==> src/rtl/controle_pkg.sv <==
// Shared definitions for the multicycle load/store control unit:
// RV64I opcode/funct constants, FSM state enum and decoded instruction class.
package controle_pkg;

    localparam logic [6:0] OP_LOAD  = 7'b0000011;
    localparam logic [6:0] OP_STORE = 7'b0100011;
    localparam logic [6:0] OP_OPIMM = 7'b0010011;
    localparam logic [6:0] OP_OP    = 7'b0110011;

    localparam logic [2:0] F3_LD    = 3'b011;
    localparam logic [2:0] F3_SD    = 3'b011;
    localparam logic [2:0] F3_ADDI  = 3'b000;
    localparam logic [2:0] F3_ADD   = 3'b000;

    localparam logic [6:0] F7_ADD   = 7'b0000000;
    localparam logic [6:0] F7_SUB   = 7'b0100000;

    typedef enum logic [2:0] {
        S_IDLE, S_FETCH, S_DECODE, S_EXEC, S_MEM, S_WB, S_HALT
    } estado_t;

    typedef enum logic [2:0] {
        C_LD, C_SD, C_ADD, C_SUB, C_ADDI, C_ILL
    } classe_t;

endpackage

==> src/rtl/decodificador.sv <==
// Combinational instruction decoder.
// Ports:
//   instr  in  32 : instruction held in IR
//   classe out    : opcode class (C_ILL for any unsupported encoding)
//   rs1/rs2/rd out 5 : register indices; fields unused by the class read as 0
//   imm    out 64 : sign-extended I- or S-type immediate, 0 otherwise
module decodificador
    import controle_pkg::*;
(
    input  logic [31:0] instr,
    output classe_t     classe,
    output logic [4:0]  rs1,
    output logic [4:0]  rs2,
    output logic [4:0]  rd,
    output logic [63:0] imm
);

    logic [2:0] f3;
    logic [6:0] f7;

    assign f3 = instr[14:12];
    assign f7 = instr[31:25];

    always_comb begin
        classe = C_ILL;
        rs1    = '0;
        rs2    = '0;
        rd     = '0;
        imm    = '0;
        case (instr[6:0])
            OP_LOAD: if (f3 == F3_LD) begin
                classe = C_LD;
                rs1    = instr[19:15];
                rd     = instr[11:7];
                imm    = {{52{instr[31]}}, instr[31:20]};
            end
            OP_STORE: if (f3 == F3_SD) begin
                classe = C_SD;
                rs1    = instr[19:15];
                rs2    = instr[24:20];
                imm    = {{52{instr[31]}}, instr[31:25], instr[11:7]};
            end
            OP_OPIMM: if (f3 == F3_ADDI) begin
                classe = C_ADDI;
                rs1    = instr[19:15];
                rd     = instr[11:7];
                imm    = {{52{instr[31]}}, instr[31:20]};
            end
            OP_OP: if (f3 == F3_ADD && (f7 == F7_ADD || f7 == F7_SUB)) begin
                classe = (f7 == F7_SUB) ? C_SUB : C_ADD;
                rs1    = instr[19:15];
                rs2    = instr[24:20];
                rd     = instr[11:7];
            end
            default: ;
        endcase
    end

endmodule

==> src/rtl/unidade_controle.sv <==
// Multicycle control unit for the 64-bit load/store datapath (ld, sd, add,
// sub, addi). All outputs are registered except pc_next.
// Ports:
//   clk, rst_n (async, active-low), run (level: fetch/execute while high)
//   instr (IR output), pc (PC output), pc_next = pc + 4
//   wePC, weIR, weReg, weMem : one-cycle write enables
//   sinal (0 add / 1 sub), sinalMux1 (0 imm / 1 Rb), sinalMux2 (0 mem / 1 adder)
//   Ra, Rb, Rw, imm : decoded operands, halted, instret (retired count)
//
// state    | meaning
// ---------+-----------------------------------------------------------
// S_IDLE   | waiting for run
// S_FETCH  | IR and PC written this cycle
// S_DECODE | IR valid; fields captured at the end of this cycle
// S_EXEC   | adder operands selected
// S_MEM    | sd writes memory (retires); ld read cycle
// S_WB     | register write-back (retires)
// S_HALT   | illegal instruction seen; left only by reset
module unidade_controle
    import controle_pkg::*;
(
    input  logic        clk,
    input  logic        rst_n,
    input  logic        run,
    input  logic [31:0] instr,
    input  logic [63:0] pc,
    output logic [63:0] pc_next,
    output logic        wePC,
    output logic        weIR,
    output logic        weReg,
    output logic        weMem,
    output logic        sinal,
    output logic        sinalMux1,
    output logic        sinalMux2,
    output logic [4:0]  Ra,
    output logic [4:0]  Rb,
    output logic [4:0]  Rw,
    output logic [63:0] imm,
    output logic        halted,
    output logic [31:0] instret
);

    estado_t     state, state_d;
    classe_t     classe_q;
    classe_t     dec_classe;
    logic [4:0]  dec_rs1, dec_rs2, dec_rd;
    logic [63:0] dec_imm;
    // Set on the first edge after reset, so a run already high at release
    // produces its first FETCH on the second edge.
    logic        pronto;
    logic        retire;
    logic        we_pc_d, we_ir_d, we_reg_d, we_mem_d;

    assign pc_next = pc + 64'd4;

    decodificador u_dec (
        .instr  (instr),
        .classe (dec_classe),
        .rs1    (dec_rs1),
        .rs2    (dec_rs2),
        .rd     (dec_rd),
        .imm    (dec_imm)
    );

    always_comb begin
        state_d = state;
        retire  = 1'b0;
        case (state)
            S_IDLE:   if (run && pronto) state_d = S_FETCH;
            S_FETCH:  state_d = S_DECODE;
            S_DECODE: state_d = (dec_classe == C_ILL) ? S_HALT : S_EXEC;
            S_EXEC:   state_d = (classe_q == C_LD || classe_q == C_SD) ? S_MEM : S_WB;
            S_MEM: begin
                if (classe_q == C_SD) begin
                    retire  = 1'b1;
                    state_d = run ? S_FETCH : S_IDLE;
                end else begin
                    state_d = S_WB;
                end
            end
            S_WB: begin
                retire  = 1'b1;
                state_d = run ? S_FETCH : S_IDLE;
            end
            S_HALT:   state_d = S_HALT;
            default:  state_d = S_IDLE;
        endcase

        // Enables are registered against the state being entered, so each
        // one is high exactly while the FSM sits in the matching state.
        we_pc_d  = (state_d == S_FETCH);
        we_ir_d  = (state_d == S_FETCH);
        we_mem_d = (state_d == S_MEM) && (classe_q == C_SD);
        we_reg_d = (state_d == S_WB) && (Rw != 5'd0);
    end

    always_ff @(posedge clk or negedge rst_n) begin
        if (!rst_n) begin
            state  <= S_IDLE;
            pronto <= 1'b0;
            wePC   <= 1'b0;
            weIR   <= 1'b0;
            weReg  <= 1'b0;
            weMem  <= 1'b0;
        end else begin
            state  <= state_d;
            pronto <= 1'b1;
            wePC   <= we_pc_d;
            weIR   <= we_ir_d;
            weReg  <= we_reg_d;
            weMem  <= we_mem_d;
        end
    end

    always_ff @(posedge clk or negedge rst_n) begin
        if (!rst_n) begin
            classe_q  <= C_ILL;
            Ra        <= '0;
            Rb        <= '0;
            Rw        <= '0;
            imm       <= '0;
            sinal     <= 1'b0;
            sinalMux1 <= 1'b0;
            sinalMux2 <= 1'b0;
            halted    <= 1'b0;
            instret   <= '0;
        end else begin
            // Decoded fields and selects are held from here to retirement.
            if (state == S_DECODE && dec_classe != C_ILL) begin
                classe_q  <= dec_classe;
                Ra        <= dec_rs1;
                Rb        <= dec_rs2;
                Rw        <= dec_rd;
                imm       <= dec_imm;
                sinal     <= (dec_classe == C_SUB);
                sinalMux1 <= (dec_classe == C_ADD) || (dec_classe == C_SUB);
                sinalMux2 <= (dec_classe != C_LD);
            end
            if (state_d == S_HALT) halted <= 1'b1;
            if (retire) instret <= instret + 32'd1;
        end
    end

endmodule

==> config.mk <==
export PLATFORM = sky130hd
export DESIGN_NAME = unidade_controle
export DESIGN_NICKNAME = d
export VERILOG_FILES = /design/src/rtl/controle_pkg.sv /design/src/rtl/decodificador.sv /design/src/rtl/unidade_controle.sv
export SDC_FILE = /design/constraint.sdc
export NUM_CORES = 1
export LEC_CHECK = 0
export CAP_MARGIN = 10
export CORE_MARGIN = 8
export CORE_UTILIZATION = 30
export DETAILED_ROUTE_END_ITERATION = 6
export GPL_ROUTABILITY_DRIVEN = 1
export PLACE_DENSITY = 0.7
export SETUP_SLACK_MARGIN = 0.2
export SLEW_MARGIN = 5
export SYNTH_ARGS = -nofsm -noshare
export SYNTH_HDL_FRONTEND = slang
export SYNTH_SLANG_ARGS = --single-unit
==> constraint.sdc <==
create_clock -name clk -period 3.6 [get_ports clk]
set_input_delay 0.72 -clock clk [delete_from_list [all_inputs] [get_ports clk]]
set_output_delay 0.72 -clock clk [all_outputs]
set_load 0.01 [all_outputs]
## Yosys cells after proc, flatten, opt, wreduce, memory -nomap -nowiden

Cells that the tools add are included.

- Bits in registers: 125
- Output and inout bits: 183
- Word-level logic and storage cells: 82

- Add/subtract/negate cells: 2
- Equality and inequality tests: 21
- Mux-type cells: 29
- Reductions and logical operators: 15

Operators with widths:

| operator | number |
|---|---|
| 64-bit two-way mux | 3 |
| 64-bit one-hot mux with 3 select lines | 1 |
| 64-bit by 3-bit adder with 64-bit output, second input constant | 1 |
| 5-bit two-way mux | 8 |
| 32-bit by 1-bit adder with 32-bit output, second input constant | 1 |
| 5-bit one-hot mux with 3 select lines | 2 |
| 3-bit equality test, second input constant | 7 |
| 7-bit by 6-bit equality test with 1-bit output, second input constant | 3 |
| 3-bit one-hot mux with 7 select lines | 1 |
| 3-bit two-way mux | 6 |
| 3-bit by 2-bit equality test with 1-bit output, second input constant | 5 |
| 3-bit one-hot mux with 4 select lines | 1 |
| 5-bit one-hot mux with 2 select lines | 1 |
| 3-bit by 1-bit equality test with 1-bit output, second input constant | 3 |
| 3-bit zero test | 3 |
| 7-bit by 2-bit equality test with 1-bit output, second input constant | 1 |
| 7-bit by 5-bit equality test with 1-bit output, second input constant | 1 |
| 7-bit zero test | 1 |
| 1-bit logical AND | 5 |
| 1-bit two-way mux | 5 |
| 5-bit nonzero test | 1 |
| 1-bit logical OR | 3 |
| 3-bit inequality test, second input constant | 1 |
| 3-bit nonzero test | 1 |
| other kinds (2) | 2 |

## Longest topological paths before layout

- Depth in word-level cells: 10
- Mapped depth: 7

## Cells and area by module

Synthesis repeated with hierarchy kept, for this count alone.

- Cell total of the unflattened synthesis: 668
- Area, all modules: 7089.3 um^2

Modules (own cells, without submodules):

| module | times used | cells each | area each (um^2) |
|---|---|---|---|
| unidade_controle | 1 | 558 | 6301.0 |
| decodificador | 1 | 110 | 788.3 |

## Least setup slack after synthesis

OpenSTA, ideal clock, no wires.

- Path type: input to output
- From: input pc[8]
- To: output pc_next[44]
- Arrival time: 2.260 ns
- Required time: 2.880 ns
- Setup slack: 0.620 ns
- Cell stages on the path: 6
- Buffers on the path: 1
- Path through: nand4_1 -> or4_1 -> buf_2 -> nor3_2 -> and4_1 -> xor2_1

- Cells in the longest elaborated chain, start to end: 1

Ends and longest elaborated chain:

| item | line | RTL |
|---|---|---|
| start: declaration | unidade_controle.sv:26 | `input logic [63:0] pc,` |
| 64-bit by 3-bit adder with 64-bit output | unidade_controle.sv:54 | `assign pc_next = pc + 64'd4;` |
| end: declaration | unidade_controle.sv:27 | `output logic [63:0] pc_next,` |

No other way between the ends.

## Final worst setup path

- From: input pc[47]
- To: output pc_next[59]

The elaborated chain is that of the path after synthesis.

==> impl_metrics.json <==
{
  "result_of_the_run": "complete, no violations",
  "cell_taking_the_most_area_after_synthesis": "dfrtp_1",
  "critPathRequiredTime_ps": 2880,
  "drt-initial-drc-count": 155,
  "design.die.area_um2": 20800,
  "synth.lib_cells_used.distinct": 54,
  "initial_core_util_pct": 30.2,
  "yosysWarnings": 0,
  "hold_class": "register to register",
  "cp-startpoint": "pc[47]",
  "core_region_area_um2": 16300,
  "final.fill_count": 1534,
  "synth_area_um2": 4940,
  "cts_max_level": 3,
  "critPathBufInv": 2,
  "clk_pin_slew_worst_paths_ps": 70,
  "clkSinkCount": 73,
  "totalNegativeSetupSlack_ps": 0,
  "max-clock-path-buffers": 2,
  "timing.critical_path.cells": "clkdlybuf4s50_1, nand4_1, nor2_2, nand3_4, nor4_2, xnor2_1, dlygate4sd2_1",
  "worst_ir_drop_vdd_mv": 0.227,
  "clk-insertion-delay-late_ps": 330,
  "grt_antenna_before_repair": 1,
  "drt_drc_violations_left": 0,
  "ys.flop_type": "dfrtp_1",
  "fin_area_um2": 8690,
  "cts_buffers": 9,
  "routabilityCongestion": 0.862,
  "grt.overflow.total": 0,
  "die-width_um": 144,
  "syn_avg_cell_area_um2": 9.05,
  "rr_startpoint": "classe_q[0]",
  "final_nets": 971,
  "power.density_nw_per_um2": 279,
  "via_per_inst": 4.76,
  "drive_above_1_share_pct": 23.4,
  "critical_path.top_delay_family": "buffers and inverters",
  "synth.area.top_cells": "dfrtp_1 36%, xnor2_1 11%, buf_4 8.4%",
  "worst_path_largest_cell_delay_ps": 590,
  "pin_count_of_the_biggest_net_entering_global_routing": 74,
  "headroom_to_the_max_slew_limit_pct": 37.8,
  "first_pass_iters": 5,
  "finalCritPeriodShare_pct": 93.7,
  "ctsHoldBuffers": 0,
  "post-route-min-period_ps": 3370,
  "critical-path-slowest-cell": "clkdlybuf4s50_1",
  "critPathArrivalTime_ps": 2650,
  "cp-end-kind": "output port",
  "placementRows": 47,
  "hold_start": "instret[31]",
  "ioPinCount": 282,
  "finalHoldViolCount": 0,
  "cts_tree": "yes",
  "grt_pass1_vias": 5199,
  "rsz0062_at_grt": "true",
  "async_flop_share_pct": 100,
  "max_cap_viol_count": 0,
  "hpwl_mm": 15.1,
  "max_slew.worst_pin.slew_ps": 933,
  "die_y_um": 144,
  "cts_root_buf": "clkbuf_16",
  "finalSetupViolations": 0,
  "final_setup_skew_ps": 8.11,
  "antenna_left": 0,
  "timing.setup.critical_path_class": "input port to output port",
  "stdcell_count": 1096,
  "syn-instance-count": 546,
  "ys_seq_elements": 73,
  "cp_startpoint_kind": "input port",
  "timing.final.max_slew_violations": 0,
  "detailed_place.area_um2": 8150,
  "grt_use_total_pct": 17.5,
  "flow.area_growth_from_synthesis_pct": 75.8,
  "utilization_pct": 53.1,
  "cp_max_fo": 7,
  "detailroute.via_count": 5212,
  "yosysSeqAreaShare_pct": 37.0,
  "placed_cells_incl_taps": 1064,
  "route.detailed.wl_per_inst_um": 17.4,
  "detail_route.wirelength_mm": 19.1,
  "synth-edff-count": 0,
  "synthesis.nets": 647,
  "timing.hold.ws_ps": 474,
  "fmax_ghz": 0.296,
  "netlist.area_leader.share_pct": 35.9,
  "place.port_buffers": 277,
  "grt_pass1_wl_mm": 28.6,
  "cellLeakagePower_nw": 3.86
}
-- through the flow --
stage	total power, mW	worst slack, ps
2_1_floorplan	1.18	620
6_report	2.43	227
4_1_cts	2.45	139
5_1_grt	2.56	97.5
3_5_place_dp	1.61	-588
3_3_place_gp	1.60	-576
-- logic make-up (layout without fill, tap and decap cells) --
logic type / after synthesis / count (layout) / share of synthesized area, %
AOI/OAI and AO/OA: 49 / 49 / 6.73
and+or+nand+nor: 247 / 247 / 27.4
muxes: 6 / 6 / 1.37
other: 1 / 2 / 0.0759
adders and majority gates: 2 / 2 / 0.506
xor gates and xnor gates: 91 / 91 / 16.1
DFF: 73 / 73 / 37.0
buffers and inverters: 77 / 406 / 10.7
-- synthesized netlist by cell type, types with 3 or more instances --
| cell | count |
|---|---|
| buf_6 | 4 |
| buf_2 | 3 |
| nor4_4 | 3 |
| o21ai_0 | 8 |
| a22o_1 | 5 |
| nor4_1 | 7 |
| nor3_1 | 13 |
| dfrtp_1 | 71 |
| xnor2_1 | 63 |
| nand4_1 | 23 |
| inv_1 | 12 |
| or4_4 | 3 |
| and4_1 | 11 |
| a21o_1 | 4 |
| or4_1 | 3 |
| nand3_1 | 58 |
| nand2_1 | 62 |
| and3_1 | 15 |
| mux2_2 | 6 |
| nor2_1 | 29 |
| o21ai_1 | 17 |
| xor2_1 | 28 |
| o21a_1 | 3 |
| and2_1 | 3 |
| buf_4 | 55 |
-- where the power goes --
part	switching (mW)	internal (mW)	total, mW
Combinational	0.287	0.332	0.619
Sequential	0.0688	0.877	0.945
Clock	0.382	0.480	0.861
Total	0.737	1.69	2.43
-- placed cells by master, fill, tap and decap left out, types with 6 or more instances in the layout --
master and count:
nand2_1 60, clkbuf_16 9, nor3_2 7, nor4_4 7, nand4_1 23, xnor2_1 60
dlymetal6s2s_1 21, o21ai_0 8, and4_1 8, o21ai_1 17, nor3_1 6, clkdlybuf4s50_1 190
buf_4 98, nor2_1 26, dfrtp_1 71, dlygate4sd2_1 34, inv_1 11, mux2_2 6
nand3_1 55, buf_2 20, and3_1 12, xor2_1 27
-- path summary, 6_finish.rpt --
check | slack (ps) | endpoint | depth (start not counted)
worst max-delay path | 230 | pc_next[59] | 7
worst min-delay path | 470 | instret[31] | 1
worst max register to register | 1160 | instret[20] | 5
worst min register to register | 470 | instret[31] | 1
max in group asynchronous | 2470 | state[0] | 1
min in group asynchronous | 530 | Ra[1] | 1
-- routing by layer --
layer / track usage, % / part of all wire, % / vias up
li1: - / - / 2504
met1: 20.3 / 40 / 2446
met2: 29.7 / 47 / 233
met3: 6.47 / 11 / 27
met4: 4.44 / 1.7 / 2
met5: 0 / 0.058 / -
-- final cells by class --
type,count,area (um2),share of cell area (%)
diodes,1,2.50,0.0288
inverters,12,45.0,0.518
well taps,220,275,3.17
clock buffers,9,225,2.59
flip-flops and latches,73,1830,21.1
multi-input cells,396,2810,32.4
clock inverters,7,61.3,0.706
repair buffers,378,3440,39.6
-- sequential cells by signal, indices dropped and copies added, names as in the netlist, 3 cells and up --
| name | count |
|---|---|
| Rw | 5 |
| imm | 12 |
| instret | 32 |
| classe_q | 3 |
| Ra | 5 |
| Rb | 5 |
| state | 3 |
-- what timing repair did --
action,in CTS,in global routing
setup endpoints to repair,50,39
gates cloned,0,0
pin swaps,22,18
resized for setup,170,50
buffers inserted,11,4
(Power assumes the default switching activity.)
